`src/rtl/priority_resolver_seq.sv`:
```
// Registered, parametrised interrupt priority resolver: in-service tracking, ack/EOI
// handshake, automatic and specific priority rotation, and special mask mode.
module priority_resolver_seq #(
    parameter int NUM_IRQ = 8,
    parameter int LVL_W   = $clog2(NUM_IRQ)
) (
    input  logic               clock,
    input  logic               reset_n,
    input  logic [NUM_IRQ-1:0] irq_req,
    input  logic [NUM_IRQ-1:0] irq_mask,
    input  logic               special_mask_mode,
    input  logic               auto_rotate,
    input  logic               ack,
    input  logic               eoi,
    input  logic               eoi_specific,
    input  logic [LVL_W-1:0]   eoi_level,
    input  logic               set_priority,
    input  logic [LVL_W-1:0]   priority_level,
    output logic               int_out,
    output logic [LVL_W-1:0]   int_level,
    output logic               spurious,
    output logic [NUM_IRQ-1:0] in_service,
    output logic [LVL_W-1:0]   lowest_ptr
);

    localparam logic [NUM_IRQ-1:0] ONE = NUM_IRQ'(1);

    // Rank k of the result holds channel (ptr+1+k) mod NUM_IRQ.
    function automatic logic [NUM_IRQ-1:0] rot_down(input logic [NUM_IRQ-1:0] v,
                                                    input logic [LVL_W-1:0]   ptr);
        logic [2*NUM_IRQ-1:0] d;
        d = {v, v} >> (int'(ptr) + 1);
        return d[NUM_IRQ-1:0];
    endfunction

    function automatic logic [LVL_W-1:0] rank_to_chan(input logic [LVL_W-1:0] ptr,
                                                      input int               k);
        int s;
        s = int'(ptr) + 1 + k;
        if (s >= NUM_IRQ) s = s - NUM_IRQ;
        return LVL_W'(s);
    endfunction

    logic [NUM_IRQ-1:0] req_eff_p0, blk_p0, req_rot_p0, blk_rot_p0, is_rot_p0;
    logic [NUM_IRQ-1:0] is_nxt;
    logic [LVL_W-1:0]   ptr_nxt, win_chan_p0, clr_chan_p0;
    logic               any_elig_p0, any_is_p0, blocked;
    logic               eoi_lvl_ok, prio_lvl_ok;
    int                 win_rank, clr_rank;

    assign eoi_lvl_ok  = int'(eoi_level) < NUM_IRQ;
    assign prio_lvl_ok = int'(priority_level) < NUM_IRQ;

    // Stage 0: rank-domain arbitration against the current in-service set
    always_comb begin
        req_eff_p0  = irq_req & ~irq_mask & ~in_service;
        blk_p0      = special_mask_mode ? (in_service & ~irq_mask) : in_service;
        req_rot_p0  = rot_down(req_eff_p0, lowest_ptr);
        blk_rot_p0  = rot_down(blk_p0, lowest_ptr);
        is_rot_p0   = rot_down(in_service, lowest_ptr);
        blocked     = 1'b0;
        any_elig_p0 = 1'b0;
        any_is_p0   = 1'b0;
        win_rank    = 0;
        clr_rank    = 0;
        for (int k = 0; k < NUM_IRQ; k++) begin
            if (blk_rot_p0[k]) blocked = 1'b1;
            if (req_rot_p0[k] && !blocked && !any_elig_p0) begin
                any_elig_p0 = 1'b1;
                win_rank    = k;
            end
            if (is_rot_p0[k] && !any_is_p0) begin
                any_is_p0 = 1'b1;
                clr_rank  = k;
            end
        end
        win_chan_p0 = rank_to_chan(lowest_ptr, win_rank);
        clr_chan_p0 = rank_to_chan(lowest_ptr, clr_rank);
    end

    // EOI clears use the pre-clock in-service set; an ack set on the same bit wins
    always_comb begin
        is_nxt = in_service;
        if (eoi && any_is_p0)
            is_nxt = is_nxt & ~(ONE << clr_chan_p0);
        if (eoi_specific && eoi_lvl_ok)
            is_nxt = is_nxt & ~(ONE << eoi_level);
        if (ack && any_elig_p0)
            is_nxt = is_nxt | (ONE << win_chan_p0);

        ptr_nxt = lowest_ptr;
        if (set_priority && prio_lvl_ok)
            ptr_nxt = priority_level;
        else if (eoi && auto_rotate && any_is_p0)
            ptr_nxt = clr_chan_p0;
    end

    // Stage 1: registered outputs
    always_ff @(posedge clock or negedge reset_n) begin
        if (!reset_n) begin
            int_out    <= 1'b0;
            int_level  <= '0;
            spurious   <= 1'b0;
            in_service <= '0;
            lowest_ptr <= LVL_W'(NUM_IRQ - 1);
        end else begin
            int_out    <= any_elig_p0;
            spurious   <= ack && !any_elig_p0;
            in_service <= is_nxt;
            lowest_ptr <= ptr_nxt;
            if (ack)
                int_level <= any_elig_p0 ? win_chan_p0 : lowest_ptr;
        end
    end

endmodule

```
`config.mk`:
```
export PLATFORM = sky130hd
export DESIGN_NAME = priority_resolver_seq
export DESIGN_NICKNAME = d
export VERILOG_FILES = /design/src/rtl/priority_resolver_seq.sv
export SDC_FILE = /design/constraint.sdc
export NUM_CORES = 1
export LEC_CHECK = 0
export ABC_AREA = 1
export BUFFER_PORTS_ARGS = -buffer_cell sky130_fd_sc_hd__buf_2
export CAP_MARGIN = 15
export CELL_PAD_IN_SITES_DETAIL_PLACEMENT = 2
export CELL_PAD_IN_SITES_GLOBAL_PLACEMENT = 2
export CORE_MARGIN = 8
export CORE_UTILIZATION = 26
export CTS_CLUSTER_DIAMETER = 80
export DETAILED_ROUTE_END_ITERATION = 12
export PLACE_DENSITY_LB_ADDON = 0.1
export SKIP_LAST_GASP = 1
export SLEW_MARGIN = 20
export SYNTH_ARGS = -nofsm -noshare
export SYNTH_HDL_FRONTEND = slang
export SYNTH_SLANG_ARGS = --single-unit
```
`constraint.sdc`:
```
create_clock -name clock -period 3.02 [get_ports clock]
set_input_delay 0.151 -clock clock [delete_from_list [all_inputs] [get_ports clock]]
set_output_delay 0.151 -clock clock [all_outputs]
set_load 0.1 [all_outputs]
```
==> out/results.txt, run 1 <==
CTS buffer count - 3
Iter 0 DRT Violations - 129
Worst hold path class - primary input to register
Tmin final - 3.95 ns
Inserted Diodes - 0
Die height - 111 um
CP max stage delay - 0.70 ns
Endpoint type of the worst setup path - register
Fmax achieved - 253 MHz
Final number of setup-violating endpoints - 13
Commonest non-fill, non-tap cells in the layout - nand2_1, buf_4, nand3_1
Pre-Repair DR Iteration Count - 4
Seq/Total Area, Yosys - 17.3%
Core area - 0.00872 mm^2
Failing checks - setup timing
RSZ-0062 raised after global routing - yes
Final setup TNS - -10.05 ns
Final Cycle Share - 131%
Number of global-route vias before repair - 4160
CP Max Fanout - 10
Worst-Margin Slew - 1.10 ns
Most common cell after layout, fill and taps aside - nand2_1
Detailed Place HPWL - 9.65 mm
Register area - 422 um^2
Clk_lat worst skew - 0.26 ns
Dpl ws - -0.777 ns
Area leader, netlist - nand2_1
Pleak - 2.02 nW
Slew HR - 26.2%
Yosys warns - 0
GR Overflow Total - 0
Hold Vio Cnt, Final - 0
CTS clk-pin slew, worst paths - 0.07 ns
Max-cap violations - 0
Initial Utilization - 26.8%
Syn avg cell area - 5.79 um^2
Post-synth top area share - 21.8%
Synth Instances - 404
Die X - 111 um
Post-synth ARST share - 100%
Maximum clock path buffer count - 2
Worst Path Required - 3.20 ns
Row Count - 34
Mapped cell area - 0.00234 mm^2
Worst setup margin - -0.931 ns
Peak VDD IR - 0.000674 V
IO buf count - 45
Critical-path top delay cell - dfstp_4
Final Skew - 0.00598 ns
DR WL/cell - 25.2 um
Antenna violations before repair - 0
CTS root buf - clkbuf_8
Top cells by area, synth - nand2_1, dfrtp_1, nand3_1
Num ports - 46
Critical path class - register to register
Total design power - 5.60 mW
Power density of the placed cells - 1400 mW/mm^2
Area of the die - 0.0123 mm^2
Sink Count - 16
Max Slew Vio Count - 0
Detail Route Antenna Nets - 0
Main flop type after synthesis - dfrtp_1
Largest net degree at the start of global routing - 18
Vias - 3552
First-pass GRT wire length - 23.7 mm
Synth-to-layout area growth - 71.6%
Worst setup SP type - register
Nets - 585
Fill cells - 1048
Synthesized Nets - 439
DR vias/cell - 5.41
Synth Register Bits - 16
Total track usage - 23.7%
Post-layout util - 46.0%
CTS tree - built
Arr. time, crit path - 4.13 ns
Post-synth EDFFs - 0
Drt drc - 0
Area occupied by multi-input gates - 0.00209 mm^2
Gp weighted congestion - 0.847
Unique cell type count in the Yosys netlist - 42
Post-Route WL - 16.6 mm
H-Tree Depth - 1
Share of cells above drive strength 1 - 50.6%
Status - finished, violations left
Crit path cell chain - inv_8, buf_6, nand3_2, nand3_1, nand2_1, nand2_1, nand2_2, nand3_4, nor2_4, nand3_2, nor2_4, buf_4, nor2_4, nand3_4, o2111ai_4, ha_4, inv_2, fa_2, inv_2, nand3_2, nor2_2, nand3_1, nand2_1
-- cell families (layout without fill, tap and decap cells) --
| logic type | count (synthesis) | in the layout | share of synthesized area (%) |
|---|---|---|---|
| flops | 16 | 16 | 17.3 |
| mux | 2 | 2 | 0.856 |
| xor+xnor | 4 | 4 | 1.82 |
| buf+inv | 60 | 205 | 11.0 |
| simple gates | 268 | 268 | 52.6 |
| compound gates | 49 | 49 | 13.1 |
| fa+ha+maj | 5 | 5 | 3.32 |
-- cells in the mapped netlist (2+ instances only) --
cell and instances:
o21ai_0 8, ha_1 3, a31oi_1 4, dfrtp_1 13
a21oi_1 7, inv_2 5, nand2_2 5, dfstp_2 3
inv_1 40, o21ai_1 14, clkbuf_1 2, a21boi_0 3
nor3_1 3, o21a_1 4, nor2_2 6, nand4_1 4
buf_2 7, buf_4 4, nand3_1 63, xnor2_1 2
nand2_1 136, mux2i_1 2, nor2_1 35, nand3_2 9
fa_1 2, nor2_4 4
-- metal layers --
| layer | routed length, um | track usage, % |
|---|---|---|
| met5 | 0 | 0 |
| met4 | 788 | 8.74 |
| met3 | 628 | 2.76 |
| met2 | 8610 | 43.5 |
| met1 | 6530 | 27.3 |
-- timing repair --
item,CTS,global route
setup endpoints to repair,13,14
pin swaps,30,28
hold endpoints to repair,13,0
setup buffers,20,8
resized for setup,66,38
hold buffers,1,0
-- state kept, by name (all words and copies together) (netlist names) --
signal / cells
in_service: 8
int_level: 3
lowest_ptr: 3
int_out: 1
spurious: 1
-- worst max-delay path: cells and delay by family (launching register included) --
| kind | cells | cell delay, ns |
|---|---|---|
| adder cells (fa/ha/maj) | 2 | 0.67 |
| flip-flops | 1 | 0.70 |
| AO/OA/AOI/OAI | 1 | 0.13 |
| buffers and inverters | 5 | 0.55 |
| AND/OR/NAND/NOR | 15 | 1.81 |
-- power breakdown --
part	internal, mW	switching, mW
combinational	1.80	3.15
clock	0.116	0.0815
sequential	0.325	0.134
total	2.24	3.36
-- final cells by class --
class	count	share of cell area, %
inverters	46	4.55
repair buffers	155	28.0
clock buffers	4	1.37
flip-flops and latches	16	10.5
well taps	108	3.37
multi-input cells	328	52.2
-- worst paths after layout --
kind	from	to	slack (ns)	depth (start not counted)
max	lowest_ptr[0]$_DFFE_PN1P_	in_service[2]$_DFF_PN0_	-0.93	23
min	priority_level[2]	lowest_ptr[2]$_DFFE_PN1P_	0.11	3
max reg2reg	lowest_ptr[0]$_DFFE_PN1P_	in_service[2]$_DFF_PN0_	-0.93	23
min reg2reg	int_level[1]$_DFFE_PN0P_	int_level[1]$_DFFE_PN0P_	0.51	2
max in group asynchronous	reset_n	lowest_ptr[2]$_DFFE_PN1P_	2.37	2
min in group asynchronous	reset_n	in_service[6]$_DFF_PN0_	0.34	2
-- per-stage QoR --
step / std cells / hold WS (ns) / cell area [um^2]
6_report: 657 / 0.113 / 4010
5_1_grt: 657 / 0.125 / 4010
4_1_cts: 649 / 0.115 / 3800
3_5_place_dp: 624 / 0.0845 / 3310
3_3_place_gp: 624 / 0.0788 / 3310
2_1_floorplan: 404 / -0.145 / 2400
Power figures use the tool's default switching activity.
==> inputs of run 2 (changes only) <==
--- a/config.mk
+++ b/config.mk
@@ -10,7 +10,7 @@
 export CAP_MARGIN = 15
 export CELL_PAD_IN_SITES_DETAIL_PLACEMENT = 2
 export CELL_PAD_IN_SITES_GLOBAL_PLACEMENT = 2
-export CORE_MARGIN = 8
+export CORE_MARGIN = 1.5
 export CORE_UTILIZATION = 26
 export CTS_CLUSTER_DIAMETER = 80
 export DETAILED_ROUTE_END_ITERATION = 12
==> constraint.sdc (replaced) <==
create_clock -name clock -period 3.02 [get_ports clock]
set_input_delay 0.302 -clock clock [delete_from_list [all_inputs] [get_ports clock]]
set_output_delay 0.302 -clock clock [all_outputs]
set_load 0.1 [all_outputs]
==> out/results.txt, run 2 (synthesis gave the netlist of run 1 again) <==
Max-cap violations - 0 (unchanged)
Max Slew Vio Count - 0 (unchanged)
Status - finished, violations left
HP Start - priority_level[1]
Num ports - 46 (unchanged)
Final setup TNS - -9.77 ns (+0.282 ns)
Sink Count - 16 (unchanged)
Inserted Diodes - 0 (unchanged)
RSZ-0062 raised after global routing - yes
Total track usage - 26.6% (+2.9 points)
DR vias/cell - 5.45 (+0.82%)
Most common cell after layout, fill and taps aside - nand2_1
Die X - 97.8 um (-12%)
Biggest regs - in_service (8), int_level (3), lowest_ptr (3)
Peak VDD IR - 0.000720 V (+6.9%)
Clk_lat worst skew - 0.25 ns (about the same)
Iter 0 DRT Violations - 144 (+12%)
DP Area - 0.00328 mm^2 (-0.91%)
Slew HR - 59.3% (+33 points)
Worst Path Required - 3.21 ns (about the same)
Commonest non-fill, non-tap cells in the layout - nand2_1, buf_4, buf_2
Final Cycle Share - 130% (-1.1 points)
IO buf count - 45 (unchanged)
Number of global-route vias before repair - 3796 (-8.8%)
CTS clk-pin slew, worst paths - 0.07 ns (about the same)
Share of cells above drive strength 1 - 52.9% (+2.3 points)
Worst hold path class - primary input to register
Tmin final - 3.92 ns (-0.0323 ns)
GR Overflow Total - 0 (unchanged)
CTS buffer count - 3 (unchanged)
DR WL/cell - 24.4 um (-3.1%)
Failing checks - setup timing
Synth-to-layout area growth - 74.6%
First-pass GRT wire length - 20.3 mm (-14%)
Hold Vio Cnt, Final - 0 (unchanged)
Gp weighted congestion - 0.838 (-1.1%)
Drt drc - 0 (unchanged)
Launch point of the worst reg-to-reg path - lowest_ptr[0]$_DFFE_PN1P_
Final number of setup-violating endpoints - 13 (unchanged)
H-Tree Depth - 1 (unchanged)
Detail Route Antenna Nets - 0 (unchanged)
Vias - 3554 (+0.056%)
Max reg flops - 8 (unchanged)
Critical path class - register to register
Post-Route WL - 15.9 mm (-3.9%)
Core area - 0.00872 mm^2 (unchanged)
Post-placement cell count - 620 (-0.64%)
Row Count - 34 (unchanged)
Antenna violations before repair - 0 (unchanged)
Maximum clock path buffer count - 2 (unchanged)
Worst setup margin - -0.899 ns (+0.0323 ns)
Arr. time, crit path - 4.11 ns (-0.02 ns)
Die height - 97.8 um (-12%)
Power density of the placed cells - 1410 mW/mm^2 (+1.3%)
Fin cells - 652 (-0.76%)
Nets - 580 (-0.85%)
Finished layout cell area - 0.00408 mm^2 (+1.7%)
Pre-Repair DR Iteration Count - 4 (unchanged)
CP Max Fanout - 5 (-5)
Fmax achieved - 255 MHz (+0.82%)
Final Skew - 0.00547 ns (-0.000509 ns)
Worst setup path start - lowest_ptr[0]$_DFFE_PN1P_
CTS root buf - clkbuf_8
Detailed Place HPWL - 9.09 mm (-5.8%)
Area of the die - 0.00957 mm^2 (-22%)
Endpoint type of the worst setup path - register
Initial Utilization - 26.8% (unchanged)
Worst setup SP type - register
CTS tree - built
Largest net degree at the start of global routing - 25 (+7)
Worst-Margin Slew - 0.607 ns (-0.492 ns)
Most flops, register - in_service
Pleak - 2.03 nW (+0.31%)
[run 2: critical path, stage by stage, from the launching register on]
cell,delay (ns)
dfstp_4,0.66
buf_6,0.14
nand2_2,0.09
inv_1,0.13
nand2_1,0.17
nand2_1,0.13
nor2_1,0.05
a31oi_2,0.22
nand2_1,0.11
o21ai_1,0.24
inv_1,0.12
nor2_2,0.18
nand3_4,0.13
o2111ai_4,0.10
ha_4,0.16
inv_1,0.06
fa_2,0.56
inv_2,0.06
or2_2,0.30
nor2_4,0.10
nand3_1,0.09
nand2_1,0.06
[run 2: layer usage]
layer | part of all wire [%] | GRT usage [%]
met5 | 0 | 0
met3 | 3.7 | 2.08
met4 | 3.6 | 6.92
met2 | 52 | 51.1
met1 | 41 | 31.6
[run 2: repair_timing]
action,CTS,global route
gates cloned,0,3
pin swaps,18,17
setup endpoints to repair,12,14
hold buffers,1,0
endpoints found under the hold margin,13,0
gates resized for setup,58,70
buffers inserted,11,13
[run 2: cell type report]
| type | count | area [um^2] |
|---|---|---|
| Clock buffer | 4 | 55.1 |
| Fill cell | 1041 | 4640 |
| Inverter | 46 | 188 |
| Multi-Input combinational cell | 328 | 2210 |
| Sequential cell | 16 | 422 |
| Tap cell | 108 | 135 |
| Timing Repair Buffer | 147 | 1050 |
| Timing Repair inverter | 3 | 26.3 |
[run 2: through the flow]
stage	power (mW)	util (%)	hold slack [ns]	setup WS, ns
after floorplan	2.73	-	0.00641	-0.439
after global placement	4.00	37.7	0.230	-0.561
after detailed placement	4.15	37.7	0.237	-0.734
after CTS	4.83	42.4	0.272	-0.599
after global routing	6.05	46.8	0.286	-0.964
final	5.77	46.8	0.269	-0.899
[run 2: report_power, final]
group / internal (mW) / total (mW) / switching [mW] / leakage (nW)
Combinational: 1.86 / 5.09 / 3.23 / 1.81
Sequential: 0.324 / 0.489 / 0.165 / 0.187
Clock: 0.116 / 0.199 / 0.0836 / 0.0288
Total: 2.30 / 5.77 / 3.47 / 2.03
[run 2: final timing paths]
path                                        endpoint  slack (ns)  cells after the start
max                          in_service[0]$_DFF_PN0_       -0.90                     21
min reg2reg                 int_level[1]$_DFFE_PN0P_        0.51                      2
min                        lowest_ptr[1]$_DFFE_PN1P_        0.27                      3
max in group asynchronous  lowest_ptr[0]$_DFFE_PN1P_        2.23                      2
max reg2reg                  in_service[0]$_DFF_PN0_       -0.90                     21
min in group asynchronous    in_service[6]$_DFF_PN0_        0.49                      2
